==> config.mk <==
export PLATFORM = sky130hd
export DESIGN_NAME = uart_boot_loader_flat
export DESIGN_NICKNAME = d
export VERILOG_FILES = /design/src/rtl/uart_boot_loader_if.sv /design/src/rtl/uart_boot_loader.sv /design/src/flat_wrapper.sv
export SDC_FILE = /design/constraint.sdc
export NUM_CORES = 1
export LEC_CHECK = 0
export BUFFER_PORTS_ARGS = -buffer_cell sky130_fd_sc_hd__buf_4
export CORE_MARGIN = 1
export CORE_UTILIZATION = 50
export DETAILED_ROUTE_END_ITERATION = 10
export GPL_TIMING_DRIVEN = 0
export PLACE_DENSITY = 0.79
export SLEW_MARGIN = 20
export SYNTH_ARGS = -nofsm -noshare
export SYNTH_HDL_FRONTEND = slang
export SYNTH_SLANG_ARGS = --single-unit
==> constraint.sdc <==
create_clock -name clock -period 5.5 [get_ports clock]
set_input_delay 0.55 -clock clock [delete_from_list [all_inputs] [get_ports clock]]
set_output_delay 0.55 -clock clock [all_outputs]
set_load 0.01 [all_outputs]
==> src/rtl/uart_boot_loader_if.sv <==
// Byte-side UART signals and word-side DMA port of the boot loader.
// The master modport is the loader; the slave modport is its environment.
interface uart_boot_loader_if;
   logic        rx_ready;
   logic [7:0]  rdata;
   logic        tx_busy;
   logic        tx_start;
   logic [7:0]  sdata;
   logic        instr_ready;
   logic        mem_ready;
   logic [31:0] data;
   logic        program_loaded;

   modport master (
      input  rx_ready, rdata, tx_busy,
      output tx_start, sdata, instr_ready, mem_ready, data, program_loaded
   );

   modport slave (
      output rx_ready, rdata, tx_busy,
      input  tx_start, sdata, instr_ready, mem_ready, data, program_loaded
   );
endinterface

==> src/rtl/uart_boot_loader.sv <==
// Assembles UART bytes into little-endian words: a count word, then that many
// instruction words, a one-byte load acknowledge, then input-data words forever.
module uart_boot_loader #(
   parameter int unsigned MAX_INSTR = 256,
   parameter logic [7:0]  ACK_BYTE  = 8'hAA
) (
   input logic             clock,
   input logic             reset,
   uart_boot_loader_if.master bus
);
   typedef enum logic [1:0] {S_SIZE, S_INSTR, S_ACK, S_DATA} state_t;

   state_t      state_reg, state_next;
   logic [1:0]  byte_idx_reg, byte_idx_next;
   logic [23:0] shift_reg, shift_next;
   logic [31:0] data_reg, data_next;
   logic [31:0] remaining_reg, remaining_next;
   logic [31:0] emitted_reg, emitted_next;
   logic        instr_ready_reg, instr_ready_next;
   logic        mem_ready_reg, mem_ready_next;
   logic        tx_start_reg, tx_start_next;
   logic [7:0]  sdata_reg, sdata_next;
   logic        word_done;
   logic [31:0] word;

   // Earlier bytes sit in shift_reg with byte 0 lowest once three have arrived.
   assign word = {bus.rdata, shift_reg};

   always_ff @(posedge clock or negedge reset) begin
      if (!reset) begin
         state_reg       <= S_SIZE;
         byte_idx_reg    <= 2'd0;
         shift_reg       <= 24'd0;
         data_reg        <= 32'd0;
         remaining_reg   <= 32'd0;
         emitted_reg     <= 32'd0;
         instr_ready_reg <= 1'b0;
         mem_ready_reg   <= 1'b0;
         tx_start_reg    <= 1'b0;
         sdata_reg       <= 8'd0;
      end else begin
         state_reg       <= state_next;
         byte_idx_reg    <= byte_idx_next;
         shift_reg       <= shift_next;
         data_reg        <= data_next;
         remaining_reg   <= remaining_next;
         emitted_reg     <= emitted_next;
         instr_ready_reg <= instr_ready_next;
         mem_ready_reg   <= mem_ready_next;
         tx_start_reg    <= tx_start_next;
         sdata_reg       <= sdata_next;
      end
   end

   always_comb begin
      state_next       = state_reg;
      byte_idx_next    = byte_idx_reg;
      shift_next       = shift_reg;
      data_next        = data_reg;
      remaining_next   = remaining_reg;
      emitted_next     = emitted_reg;
      instr_ready_next = 1'b0;
      mem_ready_next   = 1'b0;
      tx_start_next    = 1'b0;
      sdata_next       = sdata_reg;
      word_done        = 1'b0;

      if (bus.rx_ready) begin
         if (byte_idx_reg == 2'd3) begin
            word_done     = 1'b1;
            data_next     = word;
            byte_idx_next = 2'd0;
         end else begin
            shift_next    = {bus.rdata, shift_reg[23:8]};
            byte_idx_next = byte_idx_reg + 2'd1;
         end
      end

      case (state_reg)
         S_SIZE: begin
            if (word_done) begin
               remaining_next = word;
               emitted_next   = 32'd0;
               state_next     = (word == 32'd0) ? S_ACK : S_INSTR;
            end
         end
         S_INSTR: begin
            if (word_done) begin
               remaining_next = remaining_reg - 32'd1;
               // Words past the code segment capacity are swallowed.
               if (emitted_reg < MAX_INSTR) begin
                  instr_ready_next = 1'b1;
                  emitted_next     = emitted_reg + 32'd1;
               end
               if (remaining_reg == 32'd1) begin
                  state_next = S_ACK;
               end
            end
         end
         S_ACK: begin
            mem_ready_next = word_done;
            if (!bus.tx_busy) begin
               tx_start_next = 1'b1;
               sdata_next    = ACK_BYTE;
               state_next    = S_DATA;
            end
         end
         S_DATA: begin
            mem_ready_next = word_done;
         end
         default: begin
            state_next = S_SIZE;
         end
      endcase
   end

   assign bus.tx_start       = tx_start_reg;
   assign bus.sdata          = sdata_reg;
   assign bus.instr_ready    = instr_ready_reg;
   assign bus.mem_ready      = mem_ready_reg;
   assign bus.data           = data_reg;
   assign bus.program_loaded = (state_reg == S_DATA);
endmodule

==> src/flat_wrapper.sv <==
// flat-port wrapper written by rule: the top's interface ports become plain ports
module uart_boot_loader_flat 
#(
   parameter int unsigned MAX_INSTR = 256,
   parameter logic [7:0]  ACK_BYTE  = 8'hAA
)
  (clock, reset, bus_rx_ready, bus_rdata, bus_tx_busy, bus_tx_start, bus_sdata, bus_instr_ready, bus_mem_ready, bus_data, bus_program_loaded);
  uart_boot_loader_if bus_i ();
  input logic clock;
  input logic reset;
  input wire logic [$bits(bus_i.rx_ready)-1:0] bus_rx_ready;
  input wire logic [$bits(bus_i.rdata)-1:0] bus_rdata;
  input wire logic [$bits(bus_i.tx_busy)-1:0] bus_tx_busy;
  output wire logic [$bits(bus_i.tx_start)-1:0] bus_tx_start;
  output wire logic [$bits(bus_i.sdata)-1:0] bus_sdata;
  output wire logic [$bits(bus_i.instr_ready)-1:0] bus_instr_ready;
  output wire logic [$bits(bus_i.mem_ready)-1:0] bus_mem_ready;
  output wire logic [$bits(bus_i.data)-1:0] bus_data;
  output wire logic [$bits(bus_i.program_loaded)-1:0] bus_program_loaded;
  assign bus_i.rx_ready = bus_rx_ready;
  assign bus_i.rdata = bus_rdata;
  assign bus_i.tx_busy = bus_tx_busy;
  assign bus_tx_start = bus_i.tx_start;
  assign bus_sdata = bus_i.sdata;
  assign bus_instr_ready = bus_i.instr_ready;
  assign bus_mem_ready = bus_i.mem_ready;
  assign bus_data = bus_i.data;
  assign bus_program_loaded = bus_i.program_loaded;
  uart_boot_loader #(.MAX_INSTR(MAX_INSTR), .ACK_BYTE(ACK_BYTE)) u_core (.clock(clock), .reset(reset), .bus(bus_i));
endmodule
* Yosys cells after proc, flatten, opt, wreduce, memory -nomap -nowiden *
Cells that the tools add are included.

word-level totals
  register bits after elaboration = 128
  output and inout port bits = 44
  bits of input ports = 12
  logic and storage cells = 59

operators by class
  $lt $le $gt $ge = 1
  reductions and logical operators = 11
  add/sub/neg operators = 3
  eq/ne operators = 10
  multiplexer cells = 22
  bitwise gates (word level) = 2

operators by type and width
  cell                                                                            number
  32-bit two-way mux                                                              5
  32-bit case mux with 2 select lines                                             2
  32-bit by 1-bit adder with 32-bit output (second input constant)                1
  32-bit by 1-bit equality test with 1-bit output (second input constant)         1
  32-bit zero test                                                                1
  32-bit by 9-bit less-than comparator with 1-bit output (second input constant)  1
  32-bit by 1-bit subtractor with 32-bit output (second input constant)           1
  2-bit two-way mux                                                               6
  1-bit two-way mux                                                               8
  2-bit by 1-bit != test with 1-bit output (second input constant)                4
  2-bit equality test (second input constant)                                     3
  2-bit case mux with 3 select lines                                              1
  2-bit AND reduction                                                             3
  5-bit AND reduction                                                             1
  4-bit AND reduction                                                             1
  3-bit AND reduction                                                             1
  3-bit nonzero test                                                              1
  2-bit by 1-bit adder with 2-bit output (second input constant)                  1
  2-bit by 1-bit equality test with 1-bit output (second input constant)          1
  2-bit zero test                                                                 1
  2-bit != test (second input constant)                                           1
  1-bit inverter                                                                  2
  2-bit nonzero test                                                              1
  2-bit OR reduction                                                              1

* Logic depth before layout (Yosys ltp) *
Gate-level depths: netlist of the first run.

  word-level depth = 5
  gate-level depth with buffers = 8
  depth with buffers taken out = 7

* Worst setup path after synthesis of the first run *
OpenSTA, ideal clock, no wires.

  kind = reg-to-reg
  start point = register u_core.remaining_reg[8]
  end point = register u_core.remaining_reg[19]
  data required time = 5.370 ns
  path slack = 3.218 ns
  period minus slack after synthesis = 2.282 ns
  library setup time = 0.130 ns
  buffers on the path = 2
  cell stages (with the launch flop) = 8
  arrival time = 2.152 ns
  cells stage by stage = dfrtp_1 > or3_1 > clkbuf_2 > or4_1 > buf_2 > or4_4 > mux2i_1 > o21ai_1

on the way
  word-level cells in the longest chain between the ends = 3

RTL lines
  what                                           line                    RTL
  start: declaration                             uart_boot_loader.sv:17  logic [31:0] remaining_reg, remaining_next;
  start signal: assignment                       uart_boot_loader.sv:46  remaining_reg <= remaining_next;
  32-bit by 1-bit subtractor with 32-bit output  uart_boot_loader.sv:89  remaining_next = remaining_reg - 32'd1;
  32-bit two-way mux                             uart_boot_loader.sv:88  if (word_done) begin
  32-bit case mux with 2 select lines            uart_boot_loader.sv:79  case (state_reg)

Every way passes these cells. The select of a mux whose other input is x is not followed.
A chain may end at the register's enable or synchronous reset.

* Worst setup path after layout of the first run *
  start point = register u_core.remaining_reg[8]
  end point = register u_core.remaining_reg[26]

Same word-level chain as after synthesis.

==> results of run 1 <==
==> routing by layer <==
layer  GRT usage  vias to the layer above
li1            -                     2466
met1       0.367                     2698
met2       0.457                      265
met3      0.0686                       54
met4       0.159                        0
met5           0                        -
==> per-stage QoR <==
| step | area, um2 | instances |
|---|---|---|
| after global placement | 6760 | 857 |
| after global routing | 7390 | 890 |
| after CTS | 7390 | 890 |
| final | 7390 | 890 |
| after detailed placement | 6790 | 858 |
| after floorplan | 6200 | 660 |
==> worst register-to-register path, stage by stage (launching register included) <==
cell,delay [ns]
dfrtp_1,0.42
or3_1,0.38
clkbuf_2,0.16
nor4_1,0.43
clkbuf_1,0.43
nand3_1,0.24
o311ai_0,0.33
nand3_1,0.12
==> worst paths after layout <==
| check | end | slack [ns] | cells past startpoint |
|---|---|---|---|
| min in group clock | u_core.bus.tx_start | 0.30 | 2 |
| min | u_core.state_reg[1] | 0.12 | 1 |
| max | u_core.remaining_reg[26] | 2.87 | 7 |
| max in group asynchronous | u_core.bus.data[11] | 4.66 | 2 |
| max reg2reg | u_core.remaining_reg[26] | 2.87 | 7 |
| min reg2reg | u_core.byte_idx_reg[0] | 0.48 | 1 |
==> layout make-up <==
class	instances	area, um2
plain buffers	45	198
fillers	985	4620
clock inverters	13	149
inverters	6	22.5
multi-input cells	481	2770
repair buffers	51	407
flip-flops and latches	128	3200
clock buffers	19	453
well taps	147	184
==> power groups by stage <==
stage                     Sequential [mW]  Clock [mW]  Combinational [mW]
after detailed placement             1.35           0               0.599
after global routing                 1.37        1.20               0.667
after global placement               1.34           0               0.578
after CTS                            1.34        1.16               0.614
after floorplan                      1.33           0               0.275
final                                1.35        1.15               0.608
==> layout by cell type, fill, tap and decap left out, drive strengths merged, types with 12 or more instances in the layout <==
cell type and instances:
o21ai 18, and2 23, nor4 24, nand2 130, clkbuf 51, mux2i 24, nor2 52, o22ai 21
nand3 22, buf 64, nor3 16, mux2 25, inv 12, a21oi 43, dfrtp 128
==> cell families after synthesis <==
logic type	count (synthesis)	synth area share
DFF	128	0.518
muxes	49	0.0843
buffers and inverters	51	0.0356
AOI/OAI and AO/OA	111	0.108
adders and majority gates	8	0.0162
and+or+nand+nor	309	0.237
other	1	0.000606
==> impl_metrics.yaml, run 1 <==
yosys:
  synthCells: 657
  syn_area_per_cell_um2: 9.42
  synth_area_um2: 6190
  async_flop_share: 1.00
  synthTopCellsByCount: "130 x nand2_1, 128 x dfrtp_1, 51 x nor2_1, 43 x a21oi_1, 31 x clkbuf_1"
  ys_ff_latch: 128
  yosys.area.top_type_share: 0.518
  synth_largest_area_cell: "dfrtp_1"
  synth-edff-count: 0
  yosys.cell_types.count: 53
  yosysMostFrequentCell: "nand2_1"
  synth-seq-area-share: 0.518
  synth_warnings: 0
  ys_top_cells_by_area: "dfrtp_1 52%, nand2_1 7.9%, mux2_2 4.6%"
  synthFlopType: "dfrtp_1"
worst_setup_path:
  reg2reg_from: "u_core.remaining_reg[8]"
  crit_fanout: 10
  path_common_cell: "nand3_1"
  crit_arrival_ns: 2.92
  cp_cell_sequence: "or3_1, clkbuf_2, nor4_1, clkbuf_1, nand3_1, o311ai_0, nand3_1"
  path_buf_inv: 2
  critPathKind: "flip-flop to flip-flop"
  critPathCaptureType: "flip-flop"
  max_stage_delay_ns: 0.43
  crit_path_start: "u_core.remaining_reg[8]"
  crit_family: "simple AND/OR/NAND/NOR gates"
  crit_path_start_kind: "flip-flop"
  worst_path_max_delay_cell: "nor4_1"
  required_ns: 5.79
route:
  wl_met2_mm: 8.38
  wl_per_cell_um: 19.6
  drc_errors: 0
  routed_wirelength_mm: 17.5
  via_per_inst: 6.16
  route.top_layer_used: "met4"
  first_pass_iters: 5
  drt_iter0_markers: 490
  final_antenna_net_count: 0
  vias: 5483
  wl_met3_mm: 1.25
  wl_met1_mm: 7.14
floorplanning:
  die_w_um: 113
  io_pins: 56
  core.rowCount: 40
  die_y_um: 113
  die_area_um2: 12800
  core_area_um2: 12000
  start_util: 0.515
sta:
  worst_pin_slew_ns: 0.745
  setup_viol: 0
  finalSetupTns_ns: 0
  max-slew-margin-rel: 0.503
  worst_hold_slack_ns: 0.125
  rsz0062_at_grt: "no"
  post-route-period-util: 0.478
  final_period_minus_worst_setup_slack_ns: 2.63
  max_freq_mhz: 381
  worst_slack_ns: 2.87
  slew_viol_final: 0
  finalHoldViolations: 0
  worst_clock_skew_ns: 0.0115
clock_network:
  cts_setup_buffers: 0
  root_buffer: "clkbuf_16"
  path_clk_slew_ns: 0.07
  cts_hold_buf: 0
  cts.sinks: 128
  cts_tree: "built"
  post_cts_resized: 0
  clk_latency_ns: 0.42
  numCtsBuffers: 17
  htree_levels: 4
  cts_buffer_depth: 2
power_and_ir_drop:
  p_int_mw: 2.13
  swShare: 0.316
  powerDensity_nw_per_um2: 421
  seq_power_share: 0.434
  power_mw: 3.11
  leakagePower_nw: 3.54
  clockPowerShare: 0.370
  power_frac_comb: 0.195
  irDropWorstVdd_v: 0.000360
  p_switching_uw: 984
finish:
  nets: 750
  postLayoutCoreUtil: 0.615
  num_antenna_cells: 0
  drive_gt1_frac: 0.166
  syn_to_final_growth_pct: 19.5
global_routing:
  antenna_found_initial: 0
  grtUsageTotal: 0.289
  grt_pass1_wl_mm: 28.5
  grt_pass1_vias: 5508
  grt_overflow: 0
  grt_start_max_net_pins: 75
placement:
  portBuffers: 50
  place_hpwl_mm: 11.7
  routabilityCongestion: 0.887
  preCtsSetupSlack_ns: 2.93
status:
  status: "complete, no violations"
flow_run:
  drv_cap: 0
min_path:
  hold_path_class: "input pin to asynchronous set/reset pin"
No activity file was read; power rests on OpenSTA's default activity.
==> run 2, diff against run 1 <==
- ABC_AREA: default -> 1
- PLACE_DENSITY: 0.79 -> 0.81
- clock period: 5.5 -> 2.35 ns (I/O delays scaled with it)
==> impl_metrics.yaml, run 2 <==
floorplanning:
  core.rowCount: 40
  core_area_um2: 12200
  die_y_um: 115
  die_w_um: 115
  start_util: 0.522
  io_pins: 56
  die_area_um2: 13200
sta:
  finalSetupTns_ns: 0
  rsz0062_at_grt: "no"
  final_period_minus_worst_setup_slack_ns: 2.03
  max_freq_mhz: 493
  post-route-period-util: 0.863
  finalHoldViolations: 0
  setup_viol: 0
  worst_pin_slew_ns: 0.648
  max-slew-margin-rel: 0.568
  worst_slack_ns: 0.323
  slew_viol_final: 0
  worst_clock_skew_ns: 0.0106
placement:
  preCtsSetupSlack_ns: 0.358
  portBuffers: 51
  place_hpwl_mm: 11.3
  placed_cells: 1056
  routabilityCongestion: 0.901
finish:
  final_cell_mix: "230 x nand2_1, 128 x dfrtp_1, 118 x nor2_1"
  fillers: 1036
  final_common_cell: "nand2_1"
  stdcell_count: 1090
  drive_gt1_frac: 0.128
  syn_to_final_growth_pct: 19.7
  nets: 929
  num_antenna_cells: 0
yosys:
  synth_area_um2: 6370
  synth-seq-area-share: 0.502
  ys_top_cells_by_area: "dfrtp_1 50%, nand2_1 14%, nor2_1 6.9%"
  ys_ff_latch: 128
  synthTopCellsByCount: "230 x nand2_1, 128 x dfrtp_1, 118 x nor2_1, 94 x inv_1, 75 x o21ai_0"
  yosysMostFrequentCell: "nand2_1"
  yosys.cell_types.count: 35
  synth_largest_area_cell: "dfrtp_1"
  syn_area_per_cell_um2: 7.65
  yosys.area.top_type_share: 0.502
  synthCells: 833
  synthFlopType: "dfrtp_1"
  async_flop_share: 1.00
  synth-edff-count: 0
  synth_warnings: 0
clock_network:
  htree_levels: 4
  root_buffer: "clkbuf_16"
  clk_latency_ns: 0.42
  path_clk_slew_ns: 0.06
  numCtsBuffers: 17
  cts_tree: "built"
  post_cts_resized: 0
  cts.sinks: 128
  cts_setup_buffers: 0
  cts_buffer_depth: 2
  cts_hold_buf: 2
worst_setup_path:
  max_stage_delay_ns: 0.46
  crit_path_start_kind: "flip-flop"
  path_common_cell: "nand2_1"
  crit_fanout: 10
  crit_arrival_ns: 2.34
  critPathKind: "flip-flop to flip-flop"
  critPathCaptureType: "flip-flop"
  cp_cell_sequence: "inv_1, ha_1, nor2_2, nor2_8, inv_2, clkbuf_1, a21oi_1, nand2_1, nand2_1"
  worst_path_max_delay_cell: "clkbuf_1"
  required_ns: 2.66
  path_buf_inv: 3
  crit_family: "buffers and inverters"
power_and_ir_drop:
  powerDensity_nw_per_um2: 1330
  power_mw: 10.1
  irDropWorstVdd_v: 0.000844
  leakagePower_nw: 3.79
global_routing:
  grtUsageTotal: 0.270
  grt_pass1_wl_mm: 27.3
  antenna_found_initial: 0
  grt_pass1_vias: 5621
  grt_overflow: 0
  grt_start_max_net_pins: 101
route:
  via_per_inst: 5.29
  vias: 5771
  routed_wirelength_mm: 16.3
  drt_iter0_markers: 486
  drc_errors: 0
  final_antenna_net_count: 0
  first_pass_iters: 6
  wl_per_cell_um: 14.9
status:
  status: "complete, no violations"
flow_run:
  drv_cap: 0
min_path:
  hold_path_class: "input pin to flip-flop"
## run 2: final timing paths
check                                        from                        to  slack [ns]  cells after the start
max                           u_core.state_reg[1]  u_core.remaining_reg[28]        0.32                      9
min                                  bus_rx_ready    u_core.byte_idx_reg[1]        0.05                      3
max reg2reg                   u_core.state_reg[1]  u_core.remaining_reg[28]        0.32                      9
min reg2reg                u_core.emitted_reg[13]    u_core.emitted_reg[13]        0.48                      2
max in group asynchronous                   reset  u_core.remaining_reg[20]        1.36                      3
min in group asynchronous                   reset    u_core.emitted_reg[17]        0.25                      2
## run 2: report_power, final
group          internal (mW)  switching (mW)
logic                   1.31            2.30
registers               3.09           0.731
clock network           1.60            1.10
total                   6.01            4.14
## run 2: tightest hold or removal path: stages
cell,delay [ns]
buf_4,0.10
nand2_1,0.04
nand2_1,0.06
## run 2: metal layers
metal | wire length (um) | track usage
met5 | 0 | 0
met4 | 343 | 0.114
met3 | 1420 | 0.0664
met2 | 7670 | 0.429
met1 | 6850 | 0.355
## run 2: kinds of logic (layout without fill, tap and decap cells)
group                      Yosys count  count (layout)  synth area share
AOI/OAI and AO/OA                  124             124             0.102
xor gates and xnor gates             9               9            0.0124
adders and majority gates            8               8            0.0157
buffers and inverters              132             218            0.0854
DFF                                128             128             0.502
other                                1               4          0.000588
and+or+nand+nor                    431             431             0.281
## run 2: stage by stage
stage	utilization	cell area (um2)	hold WS [ns]
final	0.625	7630	0.0515
after detailed placement	0.574	7010	0.0972
after CTS	0.625	7630	0.0512
after global routing	0.625	7630	0.0567
after floorplan	-	6390	-0.0606
after global placement	0.572	6980	0.409
## run 2: final cells by class
| class | instances | area, um2 | share of cell area |
|---|---|---|---|
| Sequential cell | 128 | 3200 | 0.420 |
| Multi-Input combinational cell | 576 | 2640 | 0.346 |
| Inverter | 96 | 360 | 0.0472 |
| Buffer | 36 | 184 | 0.0241 |
| Timing Repair Buffer | 54 | 438 | 0.0574 |
| Clock inverter | 14 | 168 | 0.0220 |
| Tap cell | 168 | 210 | 0.0275 |
| Clock buffer | 18 | 429 | 0.0562 |
